--- src/rtl/im_axi_read_master.sv ---
// Instruction-side AXI4 single-beat read master feeding the fetch stage (AXI master 0).
// Optional IM_LAST_HIT_EN: one-entry last-fetch tag that skips the bus on a repeated address.
module im_axi_read_master #(
    parameter int unsigned ID_WIDTH   = 4,
    parameter int unsigned ADDR_WIDTH = 32,
    parameter int unsigned DATA_WIDTH = 32,
    parameter int unsigned MASTER_ID  = 0
) (
    input  logic                  clk,
    input  logic                  rst,
    input  logic                  im_read,
    input  logic [ADDR_WIDTH-1:0] im_addr,
    output logic [DATA_WIDTH-1:0] im_instruction,
    output logic                  if_stall,
    output logic                  bus_err,
    output logic [ID_WIDTH-1:0]   ARID,
    output logic [ADDR_WIDTH-1:0] ARADDR,
    output logic [3:0]            ARLEN,
    output logic [2:0]            ARSIZE,
    output logic [1:0]            ARBURST,
    output logic                  ARVALID,
    input  logic                  ARREADY,
    input  logic [ID_WIDTH-1:0]   RID,
    input  logic [DATA_WIDTH-1:0] RDATA,
    input  logic [1:0]            RRESP,
    input  logic                  RLAST,
    input  logic                  RVALID,
    output logic                  RREADY
);

    typedef enum logic [1:0] {S_IDLE, S_ADDR, S_DATA, S_DONE} state_t;

    state_t                state_q, state_d;
    logic [ADDR_WIDTH-1:0] araddr_q, araddr_d;
    logic [DATA_WIDTH-1:0] instr_q, instr_d;
    logic                  bus_err_q, bus_err_d;
    logic                  arvalid_q, arvalid_d;
    logic                  rready_q, rready_d;
    logic                  addr_match_c;
    logic                  tag_hit_c;

    // Single outstanding transaction: the ID and the last flag carry no information.
    logic unused_c;
    assign unused_c = ^{RID, RLAST};

    assign ARID           = ID_WIDTH'(MASTER_ID);
    assign ARLEN          = 4'd0;
    assign ARSIZE         = 3'b010;
    assign ARBURST        = 2'b01;
    assign ARADDR         = araddr_q;
    assign ARVALID        = arvalid_q;
    assign RREADY         = rready_q;
    assign im_instruction = instr_q;
    assign bus_err        = bus_err_q;

    assign addr_match_c = (im_addr == araddr_q);

`ifdef IM_LAST_HIT_EN
    logic                  tag_valid_q, tag_valid_d;
    logic [ADDR_WIDTH-1:0] tag_addr_q, tag_addr_d;

    assign tag_hit_c = tag_valid_q && (im_addr == tag_addr_q);

    // Tag mirrors im_instruction: dropped when a new fetch starts, set on a clean delivery.
    always_comb begin
        tag_valid_d = tag_valid_q;
        tag_addr_d  = tag_addr_q;
        if (state_q == S_IDLE && state_d == S_ADDR) begin
            tag_valid_d = 1'b0;
        end
        if (state_q == S_DONE && addr_match_c) begin
            tag_valid_d = !bus_err_q;
            tag_addr_d  = araddr_q;
        end
        if (bus_err_q) begin
            tag_valid_d = 1'b0;
        end
    end

    always_ff @(posedge clk) begin
        if (rst) begin
            tag_valid_q <= 1'b0;
            tag_addr_q  <= '0;
        end else begin
            tag_valid_q <= tag_valid_d;
            tag_addr_q  <= tag_addr_d;
        end
    end
`else
    assign tag_hit_c = 1'b0;
`endif

    // Stall releases only when delivered data belongs to the address fetch is asking for.
    assign if_stall = im_read && !((state_q == S_DONE && addr_match_c) ||
                                   (state_q == S_IDLE && tag_hit_c));

    always_comb begin
        state_d   = state_q;
        araddr_d  = araddr_q;
        instr_d   = instr_q;
        bus_err_d = 1'b0;
        case (state_q)
            S_IDLE: begin
                if (im_read && !tag_hit_c) begin
                    araddr_d = im_addr;
                    state_d  = S_ADDR;
                end
            end
            S_ADDR: begin
                if (arvalid_q && ARREADY) begin
                    state_d = S_DATA;
                end
            end
            S_DATA: begin
                if (RVALID && rready_q) begin
                    instr_d   = RDATA;
                    bus_err_d = (RRESP != 2'b00);
                    state_d   = S_DONE;
                end
            end
            S_DONE: begin
                // A redirect during the stall discards the stale beat and refetches.
                if (addr_match_c) begin
                    state_d = S_IDLE;
                end else begin
                    araddr_d = im_addr;
                    state_d  = S_ADDR;
                end
            end
            default: state_d = S_IDLE;
        endcase
        arvalid_d = (state_d == S_ADDR);
        rready_d  = (state_d == S_DATA);
    end

    always_ff @(posedge clk) begin
        if (rst) begin
            state_q   <= S_IDLE;
            araddr_q  <= '0;
            instr_q   <= '0;
            bus_err_q <= 1'b0;
            arvalid_q <= 1'b0;
            rready_q  <= 1'b0;
        end else begin
            state_q   <= state_d;
            araddr_q  <= araddr_d;
            instr_q   <= instr_d;
            bus_err_q <= bus_err_d;
            arvalid_q <= arvalid_d;
            rready_q  <= rready_d;
        end
    end

endmodule

--- config.mk ---
export PLATFORM = sky130hd
export DESIGN_NAME = im_axi_read_master
export DESIGN_NICKNAME = d
export VERILOG_FILES = /design/src/rtl/im_axi_read_master.sv
export SDC_FILE = /design/constraint.sdc
export NUM_CORES = 1
export LEC_CHECK = 0
export BUFFER_PORTS_ARGS = -buffer_cell sky130_fd_sc_hd__buf_4
export CORE_ASPECT_RATIO = 0.6
export CORE_MARGIN = 2
export CORE_UTILIZATION = 35
export CTS_CLUSTER_SIZE = 8
export DETAILED_ROUTE_END_ITERATION = 6
export GPL_ROUTABILITY_DRIVEN = 0
export PLACE_DENSITY = 0.59
export SETUP_SLACK_MARGIN = 0.02
export SLEW_MARGIN = 5
export SYNTH_ARGS = -nofsm -noshare
export SYNTH_HDL_FRONTEND = slang
export SYNTH_SLANG_ARGS = --single-unit
--- constraint.sdc ---
create_clock -name clk -period 3.65 [get_ports clk]
set_input_delay 0.365 -clock clk [delete_from_list [all_inputs] [get_ports clk]]
set_output_delay 0.365 -clock clk [all_outputs]
set_load 0.1 [all_outputs]
* Word-level counts from Yosys, hierarchy flattened *
Index checks and enable logic that the tools add are counted.
W data, S select, Z words.

storage, ports and cells
  input port bits = 76
  flip-flop bits (word level) = 69
  output and inout port bits = 81

operators by class
  equality and inequality tests = 8
  bitwise operators = 2
  mux-type cells = 8
  reductions and logical operators = 11

operators by type and width
  kind                  number
  $mux W32              2
  $pmux W32 S2          1
  $eq A32 B32 Y1        1
  $pmux W2 S4           1
  $eq A2 B2 Y1 const B  3
  $mux W2               3
  $eq A2 B1 Y1 const B  2
  $logic_and A1 B1 Y1   4
  $ne A2 B2 Y1 const B  2
  $reduce_bool A2 Y1    2
  $reduce_and A3 Y1     1
  $reduce_or A3 Y1      1
  $logic_not A2 Y1      1
  $not A1 Y1            2
  $reduce_and A2 Y1     1
  $logic_not A1 Y1      1
  $mux W1               1

* Depth between registers and ports, before layout *
Gate-level depths: netlist (run 1).

  word-level depth = 4
  gate-level depth with buffers = 8
  mapped depth without buffers = 5

* Worst setup path before layout (run 1) *
OpenSTA, ideal clock, no wires.

  path type = register -> output
  start = reg araddr_q[1] (netlist: ARADDR[1])
  end = out if_stall
  path slack = 291 ps
  stages on the path, launching flop included = 5
  data required time = 3285 ps
  path buffers = 0
  data arrival time = 2994 ps
  cells stage by stage = dfxtp_1 > xnor2_1 > nand4_1 > nor4_2 > a31oi_1

between the ends
  cells in the longest elaborated chain, start to end = 4

RTL lines
  what                    RTL line  source
  start, declared         34        logic [ADDR_WIDTH-1:0] araddr_q, araddr_d;
  start signal, assigned  146       araddr_q <= araddr_d;
  $eq A32 B32 Y1          56        assign addr_match_c = (im_addr == araddr_q);
  $logic_and A1 B1 Y1     94        assign if_stall = im_read && !((state_q == S_DONE && addr_match_c) ||
  $logic_not A1 Y1        94
  $logic_and A1 B1 Y1     94
  end, declared           14        output logic if_stall,

No other way between the ends.

* Final worst setup path (run 1) *
  start = reg state_q[1]
  end = out if_stall

between the ends
  cells in the longest elaborated chain, start to end = 4

RTL lines
  what                    RTL line  source
  start, declared         33        state_t state_q, state_d;
  start signal, assigned  145       state_q <= state_d;
  $eq A2 B2 Y1            94
  $logic_and A1 B1 Y1     94
  $logic_not A1 Y1        94
  $logic_and A1 B1 Y1     94

No other way between the ends.

==> flow_summary.yaml, run 1 <==
outcome:
  status: "finished, final reports clean"
yosys:
  synthMuxAreaShare_pct: 0
  synth-xor-area-share_pct: 8.779
  synthCells: 405
  synth_compound_area_share_pct: 21.98
  ys_warn_count: 0
  yosysTopAreaCell: "dfxtp_1"
  ys_ff_latch: 69
  synth_top_family_by_area: "compound AO/OA/AOI/OAI gates"
  syn_avg_cell_area_um2: 8.094
  yosysSeqAreaShare_pct: 42.14
  synthTopCellsByArea: "dfxtp_1, a221oi_1, xnor2_1"
  netlist_area_mm2: 0.003278
  yosys.area_share.simple_pct: 18.97
  synth_fa_ha_area_share_pct: 0
  synthDistinctLibCells: 26
  synth_top_area_share_pct: 42.14
timing:
  maxSlewHeadroom_pct: 48.13
  max_clock_freq_mhz: 380.0
  fin_crit_ns: 2.632
  fin_setup_tns_ns: 0
  setup_viol: 0
  slew_viol_final: 0
  hold_slack_ns: 0.2747
  worstMarginPinSlew_ns: 0.7780
  hold_violations: 0
  finClkSkew_ns: 0.006852
  rsz0062_at_grt: "no"
  period_share_pct: 72.10
clocking:
  numClockSinks: 69
  clock-root-buffer: "clkbuf_16"
  cts_tree: "built"
  clk-insertion-delay-late_ns: 0.33
  cts-htree-levels: 3
  clk_pin_slew_ns: 0.06
  cts_resized: 0
  cts_setup_buffers: 0
  cts_inserted_buffers: 9
  cts.path.max_buffers: 2
  cts_hold_buf: 0
grt:
  grt.busiest_layer: "met2"
  grt_pass1_vias: 3139
  globalRouteOverflowTotal: 0
  grt_pass1_wl_um: 16250
  grt_max_degree: 69
  gr-usage-met2_pct: 30.11
  grt_use_met1_pct: 28.39
  gr-usage-met3_pct: 7.615
  grt_usage_pct: 20.51
  antenna_found_initial: 0
setup_path:
  r2r_slack_ns: 1.31
  r2r_start: "state_q[1]$_SDFF_PP0_"
  worstPathMaxFanout: 19
  crit_family: "flip-flops"
  path_class: "flip-flop to primary output"
  max_stage_delay_ns: 0.81
  worst-r2r-cell-count: 4
  end_kind: "primary output"
  cp.required_ns: 3.28
  critPathLaunchType: "flip-flop"
  r2r_end: "state_q[0]$_SDFF_PP0_"
  crit_arrival_ns: 2.27
  cp_slowest_cell: "dfxtp_1"
  worstPathCellList: "and2_1 > a31oi_1 > buf_4"
  cp.buffers_inverters: 1
die:
  start_util_pct: 35.94
  die_y_um: 78.97
  rows: 27
  core_mm2: 0.009121
  die_w_um: 128.9
  die-area_mm2: 0.01018
  boundaryPins: 157
min_path:
  hold_class: "input pin to flip-flop"
  hold_path_depth: 3
  holdPathEnd: "im_instruction[28]$_SDFFE_PP0P_"
  holdCritStartpoint: "RDATA[28]"
route:
  ant_nets: 0
  wl_um: 10460
  drt-wirelength-per-cell_um: 16.17
  vias_per_cell: 5.224
  vias: 3380
  drc_errors: 0
  first_iter_violations: 178
  firstDrtPassIters: 4
power:
  p_per_area_mw_per_mm2: 515.2
  leakage_uw: 0.001948
  peakVddDrop_v: 0.0002919
final_layout:
  area_delta_synth_final_pct: 42.25
  drive_above_1_share_pct: 31.83
  antenna_cells: 0
  layout.nets: 602
place:
  port_buffers: 138
  dp_hpwl_um: 7157
job:
  cap_violations: 0
per-layer routing:
metal,vias to the layer above,share of wire (%)
met5,-,0
met4,0,0.92
met3,6,8.8
met2,138,43
met1,1605,47
li1,1631,-
cell usage after synthesis:
| cell | instances |
|---|---|
| inv_1 | 1 |
| a221oi_1 | 32 |
| a31oi_1 | 1 |
| nor2_2 | 1 |
| and3_1 | 2 |
| buf_4 | 16 |
| nor2_1 | 68 |
| nor4_2 | 2 |
| nor2b_1 | 1 |
| a21oi_1 | 34 |
| nand2_1 | 64 |
| dfxtp_1 | 69 |
| xnor2_1 | 31 |
| xnor2_2 | 1 |
| clkbuf_1 | 19 |
| o31a_1 | 1 |
| a21boi_1 | 1 |
| buf_2 | 12 |
| and2_1 | 1 |
| conb_1 | 2 |
| nor3_1 | 3 |
| o21a_1 | 1 |
| a22oi_1 | 32 |
| inv_2 | 1 |
| nand4_1 | 8 |
| nand3_1 | 1 |
cell families after synthesis:
kind of cell	Yosys count
buf+inv	49
compound gates	102
xor+xnor	32
flops	69
simple gates	151
other cells	2
worst max path at each step:
| stage | from | end | slack [ns] | depth (start not counted) |
|---|---|---|---|---|
| floorplan | ARADDR[1]$_SDFFE_PP0P_ | if_stall | 0.29 | 4 |
| global placement | state_q[1]$_SDFF_PP0_ | state_q[0]$_SDFF_PP0_ | 1.38 | 4 |
| detailed placement | state_q[1]$_SDFF_PP0_ | state_q[0]$_SDFF_PP0_ | 1.30 | 4 |
| CTS | state_q[1]$_SDFF_PP0_ | if_stall | 0.98 | 3 |
| global route | state_q[1]$_SDFF_PP0_ | if_stall | 0.84 | 3 |
| finish | state_q[1]$_SDFF_PP0_ | if_stall | 1.02 | 3 |
layout make-up:
| type | count | area [um2] |
|---|---|---|
| clock buffer | 9 | 225.2 |
| clock inverter | 7 | 122.6 |
| fill | 873 | 4458 |
| inverter | 2 | 7.507 |
| multi-input combinational | 298 | 1685 |
| sequential | 69 | 1381 |
| tap | 116 | 145.1 |
| timing repair buffer | 146 | 1096 |
where the power goes:
part / total [uW] / internal [uW] / switching, uW
sequential: 818 / 783 / 35.7
combinational: 569 / 163 / 406
clock: 1020 / 671 / 345
worst register-to-register path, stage by stage, from the launching register on:
cell	delay, ns
dfxtp_1	0.81
and2_1	0.69
buf_4	0.38
a21boi_1	0.26
o31a_1	0.16
through the flow:
step	power (uW)	instances	setup slack (ns)	util [%]	area, um2
after floorplan	1250	416	0.2914	-	3319
after global placement	1392	631	1.381	47.31	4315
after detailed placement	1401	631	1.304	47.31	4315
after CTS	2424	647	0.9831	51.12	4663
after global routing	2495	647	0.8382	51.12	4663
final	2403	647	1.018	51.12	4663
cells in the final DEF (no fill, tap or decap):
cell / count
dfxtp_1: 69
nand3_1: 1
nand4_1: 8
and3_1: 2
a31oi_1: 1
nor2b_2: 1
inv_1: 1
o21a_1: 1
clkbuf_16: 9
clkinvlp_4: 2
clkinv_4: 1
inv_6: 1
inv_2: 1
a221oi_1: 32
bufinv_16: 3
conb_1: 13
a21oi_2: 1
o31a_1: 1
a22oi_1: 32
a21boi_1: 1
nor2_2: 1
nor4_2: 2
a21oi_1: 33
nor2_1: 68
nand2_1: 64
and2_1: 1
nor3_1: 3
buf_4: 146
xnor2_1: 31
xnor2_2: 1
state kept, by name, indices dropped and copies added, names as in the netlist:
register	cells
state_q	2
bus_err	1
RREADY	1
im_instruction	32
ARVALID	1
ARADDR	32
Note: power is estimated with default switching activity, not from simulation.
==> inputs of run 2 (changes only) <==
--- a/config.mk
+++ b/config.mk
@@ -5,6 +5,7 @@
 export SDC_FILE = /design/constraint.sdc
 export NUM_CORES = 1
 export LEC_CHECK = 0
+export ABC_AREA = 1
 export BUFFER_PORTS_ARGS = -buffer_cell sky130_fd_sc_hd__buf_4
 export CORE_ASPECT_RATIO = 0.6
 export CORE_MARGIN = 2
@@ -12,7 +13,7 @@
 export CTS_CLUSTER_SIZE = 8
 export DETAILED_ROUTE_END_ITERATION = 6
 export GPL_ROUTABILITY_DRIVEN = 0
-export PLACE_DENSITY = 0.59
+export PLACE_DENSITY = 0.62
 export SETUP_SLACK_MARGIN = 0.02
 export SLEW_MARGIN = 5
 export SYNTH_ARGS = -nofsm -noshare
==> constraint.sdc (replaced) <==
create_clock -name clk -period 2.2 [get_ports clk]
set_input_delay 0.22 -clock clk [delete_from_list [all_inputs] [get_ports clk]]
set_output_delay 0.22 -clock clk [all_outputs]
set_load 0.1 [all_outputs]
==> run 2 against run 1 <==
Register-to-register slack lost 0.84 ns. Combinational power grew 95%. Global-route usage shrank 3.0 points. Count of clock-buffer cells in the layout grew 2. Cell count grew 13%. Utilization grew 0.36 points. Area after synthesis is essentially flat. Critical path depth grew 6. Sequential cell count is the same. Highest routed layer unchanged.
==> flow_summary.yaml, run 2 <==
outcome:
  status: "finished, final reports clean"
clocking:
  cts_resized: 0
  clk-insertion-delay-late_ns: 0.32
  cts-htree-levels: 3
  clk_pin_slew_ns: 0.06
  cts_hold_buf: 0
  numClockSinks: 69
  cts_setup_buffers: 0
  cts_inserted_buffers: 9
  cts.path.max_buffers: 2
  cts_tree: "built"
  clock-root-buffer: "clkbuf_16"
yosys:
  synthArstFlopShare_pct: 0
  yosysSeqAreaShare_pct: 42.15
  ys_warn_count: 0
  synthCells: 482
  netlist_area_mm2: 0.003277
  ys_ff_latch: 69
  synth_edf_count: 0
  synthFlopType: "dfxtp_1"
  yosysTopAreaCell: "dfxtp_1"
  synthDistinctLibCells: 17
  synthTopCellsByCount: "nor2_1, nand2_1, dfxtp_1"
  synth_top_area_share_pct: 42.15
  synth_most_common_cell: "nor2_1"
  synthTopCellsByArea: "dfxtp_1, nor2_1, nand2_1"
  syn_avg_cell_area_um2: 6.799
power:
  leakage_uw: 0.002313
  pwr-share-seq_pct: 34.3
  p_sw_uw: 1385
  p_per_area_mw_per_mm2: 859.8
  combPwrFrac_pct: 27.5
  power_switching_share_pct: 34.31
  peakVddDrop_v: 0.0003296
  clkPwrFrac_pct: 38.2
  intPower_uw: 2652
  power_uw: 4037
timing:
  setup_viol: 0
  slew_viol_final: 0
  hold_slack_ns: 0.08085
  fin_crit_ns: 1.947
  fin_setup_tns_ns: 0
  worstMarginPinSlew_ns: 0.5451
  max_clock_freq_mhz: 513.6
  rsz0062_at_grt: "no"
  finClkSkew_ns: 0.003129
  finalWorstSetupSlack_ns: 0.2531
  hold_violations: 0
  maxSlewHeadroom_pct: 63.55
  period_share_pct: 88.50
final_layout:
  drive_above_1_share_pct: 31.76
  final_cell_mix: "buf_4, nor2_1, nand2_1"
  layout.nets: 686
  finalNonFillerCells: 730
  final_common_cell: "buf_4"
  area_delta_synth_final_pct: 43.30
  antenna_cells: 0
grt:
  grt_max_degree: 49
  antenna_found_initial: 0
  gr-usage-met2_pct: 27.09
  grt_pass1_vias: 3007
  grt_pass1_wl_um: 14130
  grt_use_met1_pct: 22.13
  grt_usage_pct: 17.56
  grt.busiest_layer: "met2"
  gr-usage-met3_pct: 8.221
  globalRouteOverflowTotal: 0
setup_path:
  crit_arrival_ns: 1.73
  r2r_start: "ARADDR[17]$_SDFFE_PP0P_"
  path_class: "flip-flop to primary output"
  r2r_end: "ARADDR[31]$_SDFFE_PP0P_"
  cp.required_ns: 1.98
  worst-r2r-cell-count: 11
  critPathLaunchType: "flip-flop"
  worstPathMaxFanout: 3
  r2r_slack_ns: 0.47
  end_kind: "primary output"
place:
  post-place-ws_ns: 0.4530
  placed_cells: 715
  port_buffers: 138
  dp_hpwl_um: 6379
job:
  cap_violations: 0
die:
  core_mm2: 0.009121
  die_w_um: 128.9
  rows: 27
  start_util_pct: 35.93
  die-area_mm2: 0.01018
  boundaryPins: 157
  die_y_um: 78.95
route:
  ant_nets: 0
  drc_errors: 0
  vias: 3269
  drt-wirelength-per-cell_um: 11.87
  firstDrtPassIters: 4
  wl_um: 8664
  vias_per_cell: 4.478
  first_iter_violations: 167
min_path:
  holdCritStartpoint: "rst"
  holdPathEnd: "ARVALID$_SDFF_PP0_"
  hold_class: "input pin to flip-flop"
  hold_path_depth: 2
-- run 2: metrics by stage --
step	instance area (um2)	utilization, %
after global placement	4380	48.02
after detailed placement	4380	48.02
after CTS	4696	51.48
final	4696	51.48
after global routing	4696	51.48
after floorplan	3358	-
-- run 2: how the worst max path moves through the flow --
stage	start	endpoint	slack, ns	cells after the start
finish	ARADDR[17]$_SDFFE_PP0P_	if_stall	0.25	9
global route	ARADDR[16]$_SDFFE_PP0P_	if_stall	0.03	9
CTS	ARADDR[25]$_SDFFE_PP0P_	if_stall	0.19	9
detailed placement	im_addr[4]	ARADDR[31]$_SDFFE_PP0P_	0.45	14
global placement	im_addr[5]	ARVALID$_SDFF_PP0_	0.48	14
floorplan	RREADY$_SDFF_PP0_	im_instruction[11]$_SDFFE_PP0P_	0.20	5
-- run 2: per-layer routing --
layer	part of all wire, %	up-vias	routed length, um
met5	0	-	0
met4	0.93	0	81
met3	9.7	8	838
met2	42	103	3677
met1	47	1447	4066
li1	-	1711	-
-- run 2: worst max-delay path: stages, from the launching register on --
cell and delay [ns]:
dfxtp_2 0.33, xnor2_1 0.14, nand2_1 0.08, nor2_1 0.15
nand2_1 0.08, nor2_1 0.10, nand2_1 0.09, o21ai_0 0.15
inv_1 0.06, buf_4 0.23
-- run 2: layout make-up --
class,instances,area (um2)
Tap cell,116,145.1
Inverter,48,180.2
Timing Repair Buffer,145,1114
Clock buffer,11,242.7
Fill cell,923,4425
Sequential cell,69,1421
Clock inverter,4,72.57
Multi-Input combinational cell,337,1520
-- run 2: logic make-up (layout without fill, tap and decap cells) --
family,after synthesis,after routing,share of synthesized area [%]
xor+xnor,23,23,6.147
flops,69,69,42.15
compound gates,68,68,10.58
simple gates,233,233,28.03
other cells,2,13,0.2292
buf+inv,87,208,12.87
-- run 2: power groups by stage --
stage	registers [uW]	logic, uW	clock network, uW
floorplan	1860	412	0
global placement	1410	1100	0
detailed placement	1410	1110	0
CTS	1390	1120	1590
global route	1400	1190	1630
finish	1390	1110	1540
==> inputs of run 3 (changes only) <==
--- a/config.mk
+++ b/config.mk
@@ -6,7 +6,7 @@
 export NUM_CORES = 1
 export LEC_CHECK = 0
 export ABC_AREA = 1
-export BUFFER_PORTS_ARGS = -buffer_cell sky130_fd_sc_hd__buf_4
+export BUFFER_PORTS_ARGS = -buffer_cell sky130_fd_sc_hd__buf_2
 export CORE_ASPECT_RATIO = 0.6
 export CORE_MARGIN = 2
 export CORE_UTILIZATION = 35
==> run 3 against run 2 <==
Utilization decreased by 4.0 points. Clock skew increased by 0.0049 ns. Cell area decreased by 7.7%. First-iteration DRC count decreased by 32%.
==> flow_summary.yaml, run 3 (synthesis results as in run 2) <==
setup_path:
  r2r_slack_ns: 0.48
  crit_family: "simple AND/OR/NAND/NOR gates"
  crit_path_frequent_cell: "nand2_1"
  max_stage_delay_ns: 0.32
  critPathLaunchType: "flip-flop"
  r2r_end: "ARVALID$_SDFF_PP0_"
  worstPathCellList: "inv_1 > nand2_1 > nand2_1 > nand2_1 > nor2_1 > nand2_1 > nor2_1 > nand2_1 > o21ai_0 > inv_1 > buf_2"
  worstPathMaxFanout: 3
  cp.required_ns: 1.98
  path_class: "flip-flop to primary output"
  worst-r2r-cell-count: 13
  crit_arrival_ns: 1.81
  cp_slowest_cell: "dfxtp_2"
  r2r_start: "ARADDR[5]$_SDFFE_PP0P_"
  end_kind: "primary output"
  cp.buffers_inverters: 3
job:
  cap_violations: 0
timing:
  fin_setup_tns_ns: 0
  slew_viol_final: 0
  worstMarginPinSlew_ns: 0.9835
  finClkSkew_ns: 0.008067
  fin_crit_ns: 2.033
  setup_viol: 0
  finalWorstSetupSlack_ns: 0.1671
  rsz0062_at_grt: "no"
  hold_violations: 0
  maxSlewHeadroom_pct: 34.36
  period_share_pct: 92.40
  max_clock_freq_mhz: 491.9
final_layout:
  num-fill-cells: 959
  finalNonFillerCells: 728
  final_cell_mix: "buf_2, nor2_1, nand2_1"
  drive_above_1_share_pct: 31.70
  antenna_cells: 0
  finish.utilization_pct: 47.50
  layout.nets: 683
  final_common_cell: "buf_2"
  area_delta_synth_final_pct: 32.23
  design_area_mm2: 0.004333
die:
  core_mm2: 0.009121
  start_util_pct: 35.93
  rows: 27
  die_w_um: 128.9
  die_y_um: 78.95
  die-area_mm2: 0.01018
  boundaryPins: 157
clocking:
  cts_hold_buf: 0
  cts.path.max_buffers: 2
  cts_setup_buffers: 0
  cts_tree: "built"
  clk-insertion-delay-late_ns: 0.33
  clk_pin_slew_ns: 0.06
  cts_resized: 0
  cts-htree-levels: 3
  numClockSinks: 69
  cts_inserted_buffers: 9
  clock-root-buffer: "clkbuf_16"
place:
  port_buffers: 138
  placed_cells: 712
  dp_hpwl_um: 6001
  place_area_mm2: 0.004025
  post-place-ws_ns: 0.4744
grt:
  antenna_found_initial: 0
  grt_pass1_vias: 3149
  grt_usage_pct: 16.82
  grt_use_met1_pct: 19.80
  gr-usage-met2_pct: 27.72
  grt.busiest_layer: "met2"
  grt_pass1_wl_um: 13740
  globalRouteOverflowTotal: 0
  gr-usage-met3_pct: 7.210
  grt_max_degree: 66
power:
  peakVddDrop_v: 0.0003756
  leakage_uw: 0.002236
  p_per_area_mw_per_mm2: 897.1
route:
  drc_errors: 0
  first_iter_violations: 113
  vias_per_cell: 4.473
  vias: 3256
  wl_um: 8361
  drt-wirelength-per-cell_um: 11.48
  firstDrtPassIters: 4
  ant_nets: 0
min_path:
  hold_path_depth: 2
  holdPathEnd: "ARVALID$_SDFF_PP0_"
  holdCritStartpoint: "rst"
  hold_class: "input pin to flip-flop"
outcome:
  status: "finished, final reports clean"
-- run 3: changes by cell type in the layout (fill, tap and decap cells not counted), sizes merged --
cell	before	now
clkinv	1	2
bufinv	2	1
inv	48	50
clkbuf	11	10
buf	145	142
-- run 3: where the power goes --
part | total [uW] | internal [uW] | switching [uW]
Combinational | 1040 | 237 | 804
Clock | 1460 | 916 | 547
Sequential | 1380 | 1330 | 54.3
Total | 3890 | 2480 | 1410
-- run 3: final cells by class --
cell class                      count  area (um2)  area share [%]
Multi-Input combinational cell    337        1520           35.09
Sequential cell                    69        1421           32.80
Clock buffer                       10       239.0           5.515
Tap cell                          116       145.1           3.350
Clock inverter                      6       68.82           1.588
Inverter                           48       180.2           4.158
Timing Repair Buffer              142       758.2           17.50
-- run 3: how the worst max path moves through the flow --
stage	start	end	slack (ns)	cells after the start
finish	ARADDR[5]$_SDFFE_PP0P_	if_stall	0.17	11
global route	ARADDR[31]$_SDFFE_PP0P_	if_stall	0.02	11
CTS	ARADDR[5]$_SDFFE_PP0P_	if_stall	0.14	11
detailed placement	im_addr[5]	ARVALID$_SDFF_PP0_	0.47	14
global placement	im_addr[5]	if_stall	0.50	12
floorplan	RREADY$_SDFF_PP0_	im_instruction[11]$_SDFFE_PP0P_	0.20	5
-- run 3: through the flow --
step | hold WS (ns) | total power, uW
floorplan | 0.2917 | 2269
global placement | 0.4362 | 2432
detailed placement | 0.4446 | 2455
CTS | 0.09298 | 3950
global route | 0.1065 | 4065
finish | 0.1116 | 3887
-- run 3: metal layers --
layer	wire length, um	vias to the layer above
li1	-	1712
met1	3865	1433
met2	3727	101
met3	681	10
met4	86	0
met5	0	-
-- run 3: worst reg2reg max path, stage by stage (launching register included) --
cell	delay, ns
dfxtp_2	0.32
inv_1	0.07
nand2_1	0.05
nand2_1	0.08
nand2_1	0.06
nor2_1	0.13
nand2_1	0.07
nor2_1	0.13
nand2_1	0.09
nand2_2	0.08
buf_12	0.26
nand2_1	0.15
nand3_1	0.09
nor2_1	0.04
